**src/rtl/m_pwm_fader.sv**
```systemverilog
// Duty-value generator for m_pwm: manual up/down stepping with hold auto-repeat,
// or a continuous 0..255..0 breathe ramp, paced by the synchronised 10 ms tick.
module m_pwm_fader #(
    parameter int unsigned STEP         = 1,
    parameter int unsigned HOLD_TICKS   = 50,
    parameter int unsigned REPEAT_TICKS = 5
) (
    input  logic       clk,
    input  logic       rst_n,
    input  logic       tick_in,
    input  logic       up,
    input  logic       down,
    input  logic       mode,
    output logic [7:0] duty,
    output logic       at_max,
    output logic       at_min,
    output logic [2:0] state
);

    localparam int unsigned HOLD_W = $clog2(HOLD_TICKS + 1);
    localparam int unsigned REP_W  = $clog2(REPEAT_TICKS + 1);

    typedef enum logic [2:0] {
        MAN_IDLE   = 3'd0,
        MAN_HOLD   = 3'd1,
        MAN_REPEAT = 3'd2,
        BR_UP      = 3'd3,
        BR_DOWN    = 3'd4
    } state_e;

    // Synchroniser bit order: {mode, down, up, tick_in}
    logic [3:0]        sync1_q, sync2_q;
    logic              tick_prev_q, inc_prev_q, dec_prev_q;
    logic              dir_up_q, dir_up_d;
    logic [HOLD_W-1:0] hold_cnt_q, hold_cnt_d, hold_inc;
    logic [REP_W-1:0]  rep_cnt_q, rep_cnt_d, rep_inc;
    logic [7:0]        duty_q, duty_d;
    logic              at_max_q, at_min_q;
    state_e            state_q, state_d, br_entry;

    logic       tick_s, up_s, down_s, mode_s;
    logic       tick_p, inc, dec, inc_rise, dec_rise, held;
    logic       step_up, step_dn;
    logic [8:0] sum9, diff9;
    logic [7:0] up_sat, dn_sat;

    assign tick_s = sync2_q[0];
    assign up_s   = sync2_q[1];
    assign down_s = sync2_q[2];
    assign mode_s = sync2_q[3];

    assign tick_p   = tick_s & ~tick_prev_q;
    assign inc      = up_s & ~down_s;
    assign dec      = down_s & ~up_s;
    assign inc_rise = inc & ~inc_prev_q;
    assign dec_rise = dec & ~dec_prev_q;
    assign held     = dir_up_q ? inc : dec;

    // Saturating 9-bit step arithmetic; a borrow in diff9 means underflow.
    assign sum9   = {1'b0, duty_q} + 9'(STEP);
    assign diff9  = {1'b0, duty_q} - 9'(STEP);
    assign up_sat = sum9[8] ? 8'hFF : sum9[7:0];
    assign dn_sat = diff9[8] ? 8'h00 : diff9[7:0];

    assign hold_inc = hold_cnt_q + HOLD_W'(1);
    assign rep_inc  = rep_cnt_q + REP_W'(1);
    assign br_entry = (duty_q == 8'hFF) ? BR_DOWN : BR_UP;

    always_comb begin
        state_d    = state_q;
        hold_cnt_d = hold_cnt_q;
        rep_cnt_d  = rep_cnt_q;
        dir_up_d   = dir_up_q;
        step_up    = 1'b0;
        step_dn    = 1'b0;
        unique case (state_q)
            MAN_IDLE: begin
                if (mode_s) begin
                    state_d = br_entry;
                end else if (inc_rise || dec_rise) begin
                    step_up    = inc_rise;
                    step_dn    = dec_rise;
                    dir_up_d   = inc_rise;
                    hold_cnt_d = '0;
                    state_d    = MAN_HOLD;
                end
            end
            MAN_HOLD: begin
                if (mode_s) begin
                    state_d = br_entry;
                end else if (!held) begin
                    state_d = MAN_IDLE;
                end else if (tick_p) begin
                    if (hold_inc == HOLD_W'(HOLD_TICKS)) begin
                        step_up   = dir_up_q;
                        step_dn   = ~dir_up_q;
                        rep_cnt_d = '0;
                        state_d   = MAN_REPEAT;
                    end else begin
                        hold_cnt_d = hold_inc;
                    end
                end
            end
            MAN_REPEAT: begin
                if (mode_s) begin
                    state_d = br_entry;
                end else if (!held) begin
                    state_d = MAN_IDLE;
                end else if (tick_p) begin
                    if (rep_inc == REP_W'(REPEAT_TICKS)) begin
                        step_up   = dir_up_q;
                        step_dn   = ~dir_up_q;
                        rep_cnt_d = '0;
                    end else begin
                        rep_cnt_d = rep_inc;
                    end
                end
            end
            BR_UP: begin
                if (!mode_s) begin
                    state_d = MAN_IDLE;
                end else if (tick_p) begin
                    step_up = 1'b1;
                    if (up_sat == 8'hFF) state_d = BR_DOWN;
                end
            end
            BR_DOWN: begin
                if (!mode_s) begin
                    state_d = MAN_IDLE;
                end else if (tick_p) begin
                    step_dn = 1'b1;
                    if (dn_sat == 8'h00) state_d = BR_UP;
                end
            end
            default: state_d = MAN_IDLE;
        endcase
    end

    always_comb begin
        duty_d = duty_q;
        if (step_up)      duty_d = up_sat;
        else if (step_dn) duty_d = dn_sat;
    end

    always_ff @(posedge clk or negedge rst_n) begin
        if (!rst_n) begin
            sync1_q     <= '0;
            sync2_q     <= '0;
            tick_prev_q <= 1'b0;
            inc_prev_q  <= 1'b0;
            dec_prev_q  <= 1'b0;
            dir_up_q    <= 1'b0;
            hold_cnt_q  <= '0;
            rep_cnt_q   <= '0;
            duty_q      <= 8'h00;
            at_max_q    <= 1'b0;
            at_min_q    <= 1'b1;
            state_q     <= MAN_IDLE;
        end else begin
            sync1_q     <= {mode, down, up, tick_in};
            sync2_q     <= sync1_q;
            tick_prev_q <= tick_s;
            inc_prev_q  <= inc;
            dec_prev_q  <= dec;
            dir_up_q    <= dir_up_d;
            hold_cnt_q  <= hold_cnt_d;
            rep_cnt_q   <= rep_cnt_d;
            duty_q      <= duty_d;
            at_max_q    <= (duty_d == 8'hFF);
            at_min_q    <= (duty_d == 8'h00);
            state_q     <= state_d;
        end
    end

    assign duty   = duty_q;
    assign at_max = at_max_q;
    assign at_min = at_min_q;
    assign state  = state_q;

endmodule

```
**config.mk**
```make
export PLATFORM = sky130hd
export DESIGN_NAME = m_pwm_fader
export DESIGN_NICKNAME = d
export VERILOG_FILES = /design/src/rtl/m_pwm_fader.sv
export SDC_FILE = /design/constraint.sdc
export NUM_CORES = 1
export LEC_CHECK = 0
export BUFFER_PORTS_ARGS = -buffer_cell sky130_fd_sc_hd__buf_2
export CORE_MARGIN = 3
export CORE_UTILIZATION = 36
export CTS_CLUSTER_SIZE = 24
export DETAILED_ROUTE_END_ITERATION = 16
export GPL_TIMING_DRIVEN = 1
export PLACE_DENSITY_LB_ADDON = 0.15
export SLEW_MARGIN = 20
export SYNTH_ARGS = -nofsm -noshare
export SYNTH_HDL_FRONTEND = slang
export SYNTH_SLANG_ARGS = --single-unit
```
**constraint.sdc**
```tcl
create_clock -name clk -period 3.2 [get_ports clk]
set_clock_uncertainty 0.2 [all_clocks]
set_input_delay 0.48 -clock clk [delete_from_list [all_inputs] [get_ports clk]]
set_output_delay 0.48 -clock clk [all_outputs]
set_load 0.01 [all_outputs]
```
=== After elaboration in Yosys (flattened, before gate mapping) ===
Index checks and enable logic that the tools add are counted.

* Register bits: 34
* Logic and storage cells: 126
* Output and inout port bits: 13

* Reductions and logical operators: 10
* Mux-type cells: 61
* Equal/unequal tests: 27
* Add/sub/neg operators: 4
* Bitwise gates (word level): 12

{| class="wikitable"
|+ Operators by type and width
! operator !! count
|-
| $mux 3 || 23
|-
| $mux 6 || 6
|-
| $mux 8 || 4
|-
| $eq 8x8->1 const B || 3
|-
| $mux 1 || 23
|-
| $ne 2x2->1 const B || 10
|-
| $ne 3x3->1 const B || 6
|-
| $logic_not 8->1 || 2
|-
| $reduce_and 8->1 || 2
|-
| $pmux 3 s5 || 1
|-
| $pmux 6 s2 || 1
|-
| $add 8x1->9 const B || 1
|-
| $sub 8x1->9 const B || 1
|-
| $ne 4x4->1 const B || 2
|-
| $pmux 1 s4 || 2
|-
| $not 1->1 || 7
|-
| $reduce_and 7->1 || 1
|-
| $add 6x1->6 const B || 1
|-
| $eq 3x2->1 const B || 2
|-
| $eq 3x3->1 const B || 2
|-
| $eq 6x6->1 const B || 1
|-
| $pmux 3 s2 || 1
|-
| $and 1x1->1 || 5
|-
| $reduce_bool 2->1 || 2
|-
| 5 further kinds || 5
|}

=== Logic depth before layout (Yosys ltp) ===
Gate-level depths: netlist (run 1).

* Depth in word-level cells: 10
* Depth in mapped cells: 10
* Gate-level depth less buffers: 10

=== Worst setup path after synthesis (run 1) ===
OpenSTA, ideal clock, no wires.

* Kind: register to register
* Start: register hold_cnt_q[0]
* End: register at_min_q (netlist: at_min)
* Buffers on the path: 1
* Cell stages (with the launch flop): 11
* Setup time: 0.075 ns
* Data required time: 2.925 ns
* Path slack: 0.360 ns
* Arrival time: 2.565 ns
* Path through: dfrtp_1 -> ha_1 -> and3_1 -> o221ai_1 -> nor4b_1 -> or2_1 -> buf_4 -> a221oi_1 -> a311oi_2 -> or4_1 -> nor3_2

* Cells in the longest elaborated chain, start to end: 10
* Elaborated cells on any way between the ends: 15

{| class="wikitable"
|+ Ends and longest elaborated chain
! what !! line !! text
|-
| from (decl) || 35 || <nowiki>logic [HOLD_W-1:0] hold_cnt_q, hold_cnt_d, hold_inc;</nowiki>
|-
| from (signal assigned) || 166 || <nowiki>hold_cnt_q <= hold_cnt_d;</nowiki>
|-
| $add 6x1->6 (*) || 65 || <nowiki>assign hold_inc = hold_cnt_q + HOLD_W'(1);</nowiki>
|-
| $eq 6x6->1 (*) || 94 || <nowiki>if (hold_inc == HOLD_W'(HOLD_TICKS)) begin</nowiki>
|-
| $mux 1 || 94 ||
|-
| $mux 1 || 93 || <nowiki>end else if (tick_p) begin</nowiki>
|-
| $mux 1 || 91 || <nowiki>end else if (!held) begin</nowiki>
|-
| $mux 1 || 89 || <nowiki>if (mode_s) begin</nowiki>
|-
| $pmux 1 s4 || 76 || <nowiki>unique case (state_q)</nowiki>
|-
| $mux 8 || 142 || <nowiki>else if (step_dn) duty_d = dn_sat;</nowiki>
|-
| $mux 8 (*) || 141 || <nowiki>if (step_up) duty_d = up_sat;</nowiki>
|-
| via duty_d[6] || 37 || <nowiki>logic [7:0] duty_q, duty_d;</nowiki>
|-
| $logic_not 8->1 (*) || 170 || <nowiki>at_min_q <= (duty_d == 8'h00);</nowiki>
|-
| to (signal assigned) || 170 ||
|-
| to (decl) || 38 || <nowiki>logic at_max_q, at_min_q;</nowiki>
|}

The timed path passes the listed nets; every way through them passes the cells marked *.
A chain may end at the register's enable or synchronous reset.

=== Final worst setup path (run 1) ===
Same ends and word-level chain as after synthesis.

==> results.tsv, run 1 <==
stage	metric	value	unit
global_routing	Total GRT Usage	0.1716	
routing	# DRC	0	
clock_network	CTS-repair resized insts	0	
finish	Ant. Diodes	0	
routing	WL met3	323	um
finish	post-route cell area	2634	um2
pwr	Static Leak	1.080	nW
routing	Metal-1 WL	2746	um
global_routing	first-pass GRT wire length	9846	um
global_routing	vias in the first global route	2032	
synthesis	post-synthesis mux area share	0.008874	
synthesis	Post-synth EDFFs	0	
timing	hold slack	0.06007	ns
placed_design	placed instance area	2506	um2
global_routing	initial antenna violation count	0	
floorplan	io pins	19	
synthesis	most frequent cell after synthesis	dfrtp_1	
routing	max layer used	met4	
placed_design	Port Buffer Count	18	
synthesis	syn_nets	265	
synthesis	top area cells in the synthesized netlist	dfrtp_1, o21ai_0, nor2_1	
global_routing	largest net degree at the start of global routing	35	
critical_path	worst setup path class	reg2reg	
routing	1st-pass router iterations	4	
finish	synth-to-layout area growth	16.75	%
placed_design	DP HPWL	4193	um
floorplan	DIE HEIGHT	85.16	um
synthesis	synth cell count leaders	dfrtp_1, o21ai_0, nor2_1	
synthesis	Synth Area in Compound Gates	0.2329	
pwr	maximum VDD drop	0.2600	mV
synthesis	cell taking the most area after synthesis	dfrtp_1	
finish	share of cells above drive strength 1	0.2191	
clock_network	Longest Clk Path Bufs	2	
floorplan	Core Box Area	5991	um2
synthesis	largest family of logic cells by synthesized area	simple AND/OR/NAND/NOR gates	
finish	Final nets	294	
timing	setup ws final	0.1850	ns
routing	DR vias	2080	
synthesis	Adder-Cell Fraction of Synth Area	0.03771	
finish	final core occ	0.4396	
synthesis	simple-gate share of the synthesized area	0.2745	
critical_path	Worst Setup Start Kind	flop	
synthesis	Yosys reg bits	34	
timing	Max Clk Rate	331.7	MHz
floorplan	die footprint	7252	um2
clock_network	Post-CTS Hold Fix Bufs	0	
min_path	Hold Crit Class	in2async	
job	maxcap violations	0	
timing	Final Slew Violations	0	
timing	Fin. Hold Viols	0	
synthesis	cells after synthesis	253	
floorplan	die width	85.16	um
pwr	PwrDens	704.0	nW/um2
clock_network	CTS Sinks	34	
clock_network	# Post-CTS Setup Buffers	0	
routing	initial drt markers	246	
floorplan	Initial Utilization	0.3766	
clock_network	CTS tree	done	
placed_design	Placed Cells	350	
synthesis	post-synthesis cell type count	61	
pwr	Design Power	1.854	mW
clock_network	H-tree depth	2	
timing	Max-slew headroom	0.4721	
timing	post-route clock period utilization	0.9422	
clock_network	clock-pin slew on the worst setup and hold paths	0.08	ns
synthesis	register area share after synthesis	0.3777	
synthesis	Post-Synthesis Mean Instance Area	8.917	um2
synthesis	post-synthesis xor/xnor area fraction	0.01941	
synthesis	ys flop type	dfrtp_1	
routing	DR WL met2	2501	um
routing	Routed wire per std cell	15.86	um
placed_design	global placement routability congestion	0.8250	
synthesis	Mapped Area	2256	um2
run_status	run status	finished, final reports clean	
timing	Slew @ Worst Pin	0.7919	ns
timing	min cycle time layout	3.015	ns
clock_network	clock latency on the worst-skew pair	0.30	ns
critical_path	worst endpoint required time	3.22	ns
placed_design	DP Worst Slack	0.1797	ns
synthesis	post-synthesis async set-or-reset flop share	1.000	
global_routing	total global routing overflow	0	
synthesis	Yosys warnings	0	
finish	Post-Layout Cell Count	358	
critical_path	WP data arrival	3.04	ns
critical_path	crit end category	flop	
routing	Routed Antenna Nets	0	
finish	fillers	578	
clock_network	CTS root buffer	clkbuf_8	
timing	Final TNS setup	0	ns
synthesis	share of the synthesized area in the top cell type	0.3661	
routing	drt via density	5.810	
clock_network	Num CTS Buffers	5	
floorplan	Rows	28	
routing	final wirelength	5678	um
critical_path	CP Max Fanout	9	
timing	Final Setup Violations	0	
-- area by class of cell --
cell class              count  area (um2)  share of cell area
multi-input cells         196        1308              0.4964
flip-flops and latches     34       852.1              0.3235
repair buffers             38       240.2             0.09121
well taps                  75       93.84             0.03563
clock buffers               5       68.82             0.02613
clock inverters             3       45.04             0.01710
inverters                   7       26.28            0.009976
-- routing by layer --
metal	up-vias	track usage
li1	1001	-
met1	997	0.2446
met2	71	0.2528
met3	11	0.03689
met4	0	0.06763
met5	-	0
-- registers in the layout (all words and copies together), names as in the netlist --
name	flops
duty	8
hold_cnt_q	6
sync1_q	4
sync2_q	4
rep_cnt_q	3
state	3
at_max	1
at_min	1
dec_prev_q	1
dir_up_q	1
inc_prev_q	1
tick_prev_q	1
-- placed cells by master, fill, tap and decap left out, types with 2 or more instances in the layout --
cell / n
a32o_1: 3
or3b_2: 3
clkbuf_8: 5
nand4b_1: 3
inv_1: 7
buf_4: 20
o2111ai_1: 2
xnor2_1: 2
o21ai_0: 24
xor2_1: 3
or4_1: 2
clkinvlp_4: 2
mux2i_1: 2
and3b_1: 2
nor2b_1: 6
a21oi_1: 6
nor2_1: 22
o31ai_1: 6
a22oi_1: 3
a21boi_0: 2
nand3b_1: 3
a22o_1: 2
nor3_1: 8
or3_1: 2
and4_1: 2
a32oi_1: 5
nor3b_1: 3
buf_2: 18
ha_1: 6
nand4_1: 3
dfrtp_1: 33
or2_2: 2
nand2_1: 20
o211ai_1: 2
nand3_1: 8
and3_1: 9
nand2b_1: 6
o32ai_2: 2
-- worst paths after layout --
kind / slack, ns / from / depth (start not counted) / endpoint
max reg2reg: 0.18 / hold_cnt_q[0] / 9 / at_min
max in group asynchronous: 2.23 / rst_n / 1 / duty[0]
min reg2reg: 0.15 / sync1_q[1] / 0 / sync2_q[1]
min: 0.06 / rst_n / 1 / state[0]
max: 0.18 / hold_cnt_q[0] / 9 / at_min
min in group clk: 0.09 / tick_in / 1 / sync1_q[0]
-- where the power goes --
part / internal, mW / switching, mW
Clock: 0.232 / 0.174
Combinational: 0.341 / 0.500
Sequential: 0.506 / 0.102
-- logic make-up (layout without fill, tap and decap cells) --
group,count (synthesis),in the layout
flops,34,34
mux,2,2
xor+xnor,5,5
fa+ha+maj,7,7
simple gates,111,111
buf+inv,23,53
compound gates,71,71
-- worst max-delay path, cell delays in order (launching register included) --
cell,delay [ns]
dfrtp_1,0.38
ha_1,0.24
and3_1,0.18
o221ai_1,0.35
nor4b_2,0.11
or2_1,0.37
a221oi_1,0.34
a311oi_2,0.10
or4_1,0.56
nor3_2,0.12
Note: power is estimated with default switching activity, not from simulation.
==> run 2, diff against run 1 <==
Settings changed: CORE_MARGIN 3 to 4.
==> results.tsv, run 2 (synthesis results as in run 1) <==
stage	metric	value	unit	change
run_status	run status	finished, final reports clean		unchanged
routing	DR vias	1999		was 2080
clock_network	H-tree depth	2		unchanged
global_routing	initial antenna violation count	0		unchanged
pwr	Cell Int Power	1.038	mW	was 1.079 mW
placed_design	Placed Cells	349		was 350
routing	initial drt markers	211		was 246
finish	max FFs per register	8		unchanged
timing	post-route clock period utilization	0.9234		was 0.9422
timing	Final Slew Violations	0		unchanged
global_routing	largest net degree at the start of global routing	35		unchanged
routing	# DRC	0		unchanged
critical_path	Worst Setup Start Kind	flop		unchanged
floorplan	io pins	19		unchanged
clock_network	CTS Sinks	34		unchanged
clock_network	Num CTS Buffers	5		unchanged
global_routing	first-pass GRT wire length	9446	um	was 9846 um
floorplan	die width	87.16	um	was 85.16 um
critical_path	WP data arrival	2.97	ns	was 3.04 ns
finish	fillers	578		unchanged
clock_network	Longest Clk Path Bufs	2		unchanged
critical_path	Crit path largest cell delay	0.49	ns	was 0.56 ns
critical_path	CP Max Fanout	15		was 9
timing	Max-slew headroom	0.4814		was 0.4721
timing	hold slack	0.06414	ns	was 0.06007 ns
routing	1st-pass router iterations	4		unchanged
critical_path	critical path's slowest cell	or4_1		unchanged
pwr	Comb power frac	0.472		was 0.454
clock_network	CTS root buffer	clkbuf_8		unchanged
finish	most common cell after layout, fill and taps aside	dfrtp_1		unchanged
job	maxcap violations	0		unchanged
pwr	maximum VDD drop	0.2809	mV	was 0.2600 mV
floorplan	Initial Utilization	0.3766		unchanged
placed_design	DP Worst Slack	0.1804	ns	was 0.1797 ns
clock_network	Post-CTS Hold Fix Bufs	0		unchanged
critical_path	Reg2Reg Depth	10		was 9
timing	Final TNS setup	0	ns	unchanged
critical_path	worst endpoint required time	3.22	ns	about the same
timing	setup ws final	0.2452	ns	was 0.1850 ns
timing	Fin. Hold Viols	0		unchanged
finish	share of cells above drive strength 1	0.2199		was 0.2191
critical_path	crit path cell chain	ha_1 > and3_1 > o221ai_2 > or3_1 > o21ai_2 > buf_4 > a22oi_1 > o211a_2 > or4_1 > nor3_2		was ha_1 > and3_1 > o221ai_1 > nor4b_2 > or2_1 > a221oi_1 > a311oi_2 > or4_1 > nor3_2
critical_path	crit end category	flop		unchanged
finish	area of the multi-input gates	1308	um2	unchanged
clock_network	# Post-CTS Setup Buffers	0		unchanged
placed_design	Port Buffer Count	18		unchanged
pwr	PwrDens	690.3	nW/um2	was 704.0 nW/um2
routing	Routed Antenna Nets	0		unchanged
clock_network	clock-pin slew on the worst setup and hold paths	0.08	ns	about the same
finish	post-route cell area	2604	um2	was 2634 um2
pwr	Static Leak	1.070	nW	was 1.080 nW
global_routing	vias in the first global route	1924		was 2032
finish	Final nets	293		was 294
critical_path	worst setup path class	reg2reg		unchanged
floorplan	Rows	28		unchanged
finish	synth-to-layout area growth	15.42	%	was 16.75%
timing	Slew @ Worst Pin	0.7780	ns	was 0.7919 ns
pwr	clock power share	0.184		was 0.219
global_routing	total global routing overflow	0		unchanged
pwr	Switching Share	0.4224		was 0.4182
placed_design	global placement routability congestion	0.8128		was 0.8250
global_routing	Total GRT Usage	0.1562		was 0.1716
pwr	switching power	0.7593	mW	was 0.7754 mW
timing	Final Setup Violations	0		unchanged
finish	commonest cells after routing, fill and taps aside	dfrtp_1, o21ai_0, nor2_1		unchanged
clock_network	CTS-repair resized insts	0		unchanged
placed_design	DP HPWL	4129	um	was 4193 um
timing	unrepaired setup endpoints after global routing	no		
min_path	Hold Crit Class	in2async		unchanged
finish	Ant. Diodes	0		unchanged
routing	drt via density	5.599		was 5.810
floorplan	DIE HEIGHT	87.16	um	was 85.16 um
placed_design	placed instance area	2499	um2	was 2506 um2
clock_network	clock latency on the worst-skew pair	0.29	ns	was 0.30 ns
finish	Post-Layout Cell Count	357		was 358
routing	Routed wire per std cell	15.54	um	was 15.86 um
clock_network	CTS tree	done		unchanged
floorplan	Core Box Area	5991	um2	unchanged
routing	final wirelength	5547	um	was 5678 um
pwr	Design Power	1.797	mW	was 1.854 mW
floorplan	die footprint	7597	um2	was 7252 um2
pwr	sequential fraction of design power	0.344		was 0.328
finish	final core occ	0.4346		was 0.4396
finish	sequential cell area	852.1	um2	unchanged
timing	Max Clk Rate	338.4	MHz	was 331.7 MHz
timing	min cycle time layout	2.955	ns	was 3.015 ns
==> run 2: per-layer routing <==
| layer | track usage | share of wire | up-vias |
|---|---|---|---|
| li1 | - | - | 995 |
| met1 | 0.2249 | 0.48 | 955 |
| met2 | 0.2436 | 0.48 | 45 |
| met3 | 0.02744 | 0.039 | 4 |
| met4 | 0.03766 | 0.0081 | 0 |
| met5 | 0 | 0 | - |
==> run 2: path summary, 6_finish.rpt <==
kind / startpoint / endpoint / slack, ns
max: hold_cnt_q[1] / at_min / 0.25
min: rst_n / state[0] / 0.06
max reg2reg: hold_cnt_q[1] / at_min / 0.25
min reg2reg: sync1_q[3] / sync2_q[3] / 0.15
max in group asynchronous: rst_n / duty[1] / 2.22
min in group clk: tick_in / sync1_q[0] / 0.11
==> run 2: power by group through the flow <==
stage                     Sequential (mW)  Clock [mW]  Combinational (mW)
after floorplan                     0.596           0               0.576
after global placement              0.628           0               0.858
after detailed placement            0.624           0               0.844
after CTS                           0.618       0.342               0.848
after global routing                0.635       0.363               0.947
final                               0.618       0.331               0.849
==> run 2: critical path: cells and delay by family (launching register included) <==
kind                     cells  cell delay, ns
buffers and inverters        1            0.21
flip-flops                   1            0.42
AO/OA/AOI/OAI                4            0.64
adder cells (fa/ha/maj)      1            0.25
AND/OR/NAND/NOR              4            1.16
==> run 2: final cells by class <==
type	count	share of cell area
Multi-Input combinational cell	196	0.5022
Sequential cell	34	0.3272
Timing Repair Buffer	37	0.08938
Tap cell	75	0.03604
Clock buffer	7	0.03316
Inverter	7	0.01009
Clock inverter	1	0.001922
==> run 3, diff against run 2 <==
Settings changed: BUFFER_PORTS_ARGS -buffer_cell sky130_fd_sc_hd__buf_2 to -buffer_cell sky130_fd_sc_hd__buf_4, CELL_PAD_IN_SITES_DETAIL_PLACEMENT from default to 0, CELL_PAD_IN_SITES_GLOBAL_PLACEMENT from default to 2.
==> results.tsv, run 3 (synthesis results as in run 1) <==
stage	metric	value	unit	change
timing	post-route clock period utilization	0.9412		was 0.9234
placed_design	Port Buffer Count	18		unchanged
global_routing	Total GRT Usage	0.1685		was 0.1562
clock_network	# Post-CTS Setup Buffers	0		unchanged
timing	Final Slew Violations	0		unchanged
min_path	Hold Path Cell Cnt	1		
finish	Ant. Diodes	0		unchanged
routing	drt via density	5.678		was 5.599
placed_design	DP HPWL	4337	um	was 4129 um
floorplan	die width	87.16	um	unchanged
critical_path	WP data arrival	3.03	ns	was 2.97 ns
critical_path	Reg2Reg Depth	10		unchanged
timing	Final Setup Violations	0		unchanged
finish	share of cells above drive strength 1	0.2199		unchanged
critical_path	worst setup path class	reg2reg		unchanged
floorplan	Initial Utilization	0.3766		unchanged
pwr	maximum VDD drop	0.3932	mV	was 0.2809 mV
timing	Max Clk Rate	332.0	MHz	was 338.4 MHz
critical_path	crit end category	flop		unchanged
placed_design	placed instance area	2536	um2	was 2499 um2
routing	final wirelength	5931	um	was 5547 um
timing	Slew @ Worst Pin	0.5930	ns	was 0.7780 ns
floorplan	io pins	19		unchanged
global_routing	initial antenna violation count	0		unchanged
clock_network	Longest Clk Path Bufs	2		unchanged
clock_network	Num CTS Buffers	5		unchanged
clock_network	CTS tree	done		unchanged
run_status	run status	finished, final reports clean		unchanged
pwr	Static Leak	1.105	nW	was 1.070 nW
timing	min cycle time layout	3.012	ns	was 2.955 ns
timing	Final TNS setup	0	ns	unchanged
timing	Fin. Hold Viols	0		unchanged
finish	post-route cell area	2703	um2	was 2604 um2
finish	most common cell after layout, fill and taps aside	buf_4		was dfrtp_1
routing	initial drt markers	130		was 211
finish	commonest cells after routing, fill and taps aside	buf_4, dfrtp_1, o21ai_0		was dfrtp_1, o21ai_0, nor2_1
global_routing	vias in the first global route	2042		was 1924
routing	Routed wire per std cell	16.61	um	was 15.54 um
timing	unrepaired setup endpoints after global routing	no		unchanged
pwr	Design Power	1.998	mW	was 1.797 mW
job	maxcap violations	0		unchanged
floorplan	Core Box Area	5991	um2	unchanged
critical_path	Worst Setup Start Kind	flop		unchanged
critical_path	CP Max Fanout	15		unchanged
finish	Final nets	293		unchanged
finish	synth-to-layout area growth	19.80	%	was 15.42%
routing	DR vias	2027		was 1999
global_routing	total global routing overflow	0		unchanged
routing	# DRC	0		unchanged
floorplan	die footprint	7597	um2	unchanged
finish	max FFs per register	8		unchanged
global_routing	largest net degree at the start of global routing	35		unchanged
clock_network	H-tree depth	2		unchanged
routing	1st-pass router iterations	4		unchanged
clock_network	clock latency on the worst-skew pair	0.29	ns	about the same
global_routing	first-pass GRT wire length	10030	um	was 9446 um
clock_network	CTS Sinks	34		unchanged
floorplan	Rows	28		unchanged
clock_network	CTS root buffer	clkbuf_8		unchanged
routing	Routed Antenna Nets	0		unchanged
critical_path	worst endpoint required time	3.22	ns	about the same
floorplan	DIE HEIGHT	87.16	um	unchanged
clock_network	clock-pin slew on the worst setup and hold paths	0.07	ns	was 0.08 ns
placed_design	global placement routability congestion	0.8309		was 0.8128
min_path	Hold Crit Class	in2reg		was in2async
timing	Max-slew headroom	0.6016		was 0.4814
pwr	PwrDens	739.2	nW/um2	was 690.3 nW/um2
run 3: cell types whose count changed in the layout (fill, tap and decap cells not counted):
cell	change
bufinv_16	+2
buf_4	+17
buf_2	-18
dlygate4sd3_1	+1
clkinv_2	-1
clkbuf_1	-1
run 3: per-stage QoR:
step                        util  hold slack [ns]  setup WS [ns]  instances
after global placement    0.4234           0.1336         0.1896        348
after detailed placement  0.4234           0.1358         0.1506        348
final                     0.4511          0.09055         0.1881        357
after floorplan                -         -0.01559         0.3596        253
after global routing      0.4511          0.07473       0.008454        357
after CTS                 0.4488          0.08110         0.1425        357
run 3: repair_timing:
action / 4_1_cts / 5_1_grt
hold buffers: 1 / 0
resized for setup: 0 / 4
endpoints found under the hold margin: 33 / 0
setup endpoints to repair: 0 / 2
run 3: layout make-up:
type | count | area, um2
Inverter | 7 | 26.28
Fill cell | 581 | 3288
Timing Repair Buffer | 37 | 280.3
Sequential cell | 34 | 852.1
Clock buffer | 6 | 82.58
Tap cell | 75 | 93.84
Clock inverter | 2 | 60.06
Multi-Input combinational cell | 196 | 1308
run 3: metal layers:
metal  up-vias  track usage  share of wire
met5         -            0              0
met4         0      0.06416          0.018
met3        11      0.03690          0.050
met2        48       0.2609           0.45
met1       968       0.2294           0.48
li1       1000            -              -
run 3: worst max-delay path: stages, from the launching register on:
cell	delay, ns
dfrtp_1	0.44
ha_1	0.25
and3_1	0.23
o221ai_2	0.14
or3_1	0.34
o21ai_2	0.14
buf_4	0.21
a22oi_1	0.09
o211a_2	0.28
or4_1	0.50
nor3_2	0.12
run 3: final timing paths:
path	slack, ns	endpoint	from
worst max-delay path	0.19	at_min	hold_cnt_q[0]
worst min-delay path	0.09	sync1_q[0]	tick_in
worst max register to register	0.19	at_min	hold_cnt_q[0]
worst min register to register	0.15	sync2_q[2]	sync1_q[2]
max in group asynchronous	1.97	at_min	rst_n
min in group asynchronous	0.47	sync2_q[2]	rst_n
run 3: power breakdown:
| group | internal, mW | switching, mW |
|---|---|---|
| Sequential | 0.506 | 0.129 |
| Combinational | 0.375 | 0.491 |
| Clock | 0.332 | 0.164 |
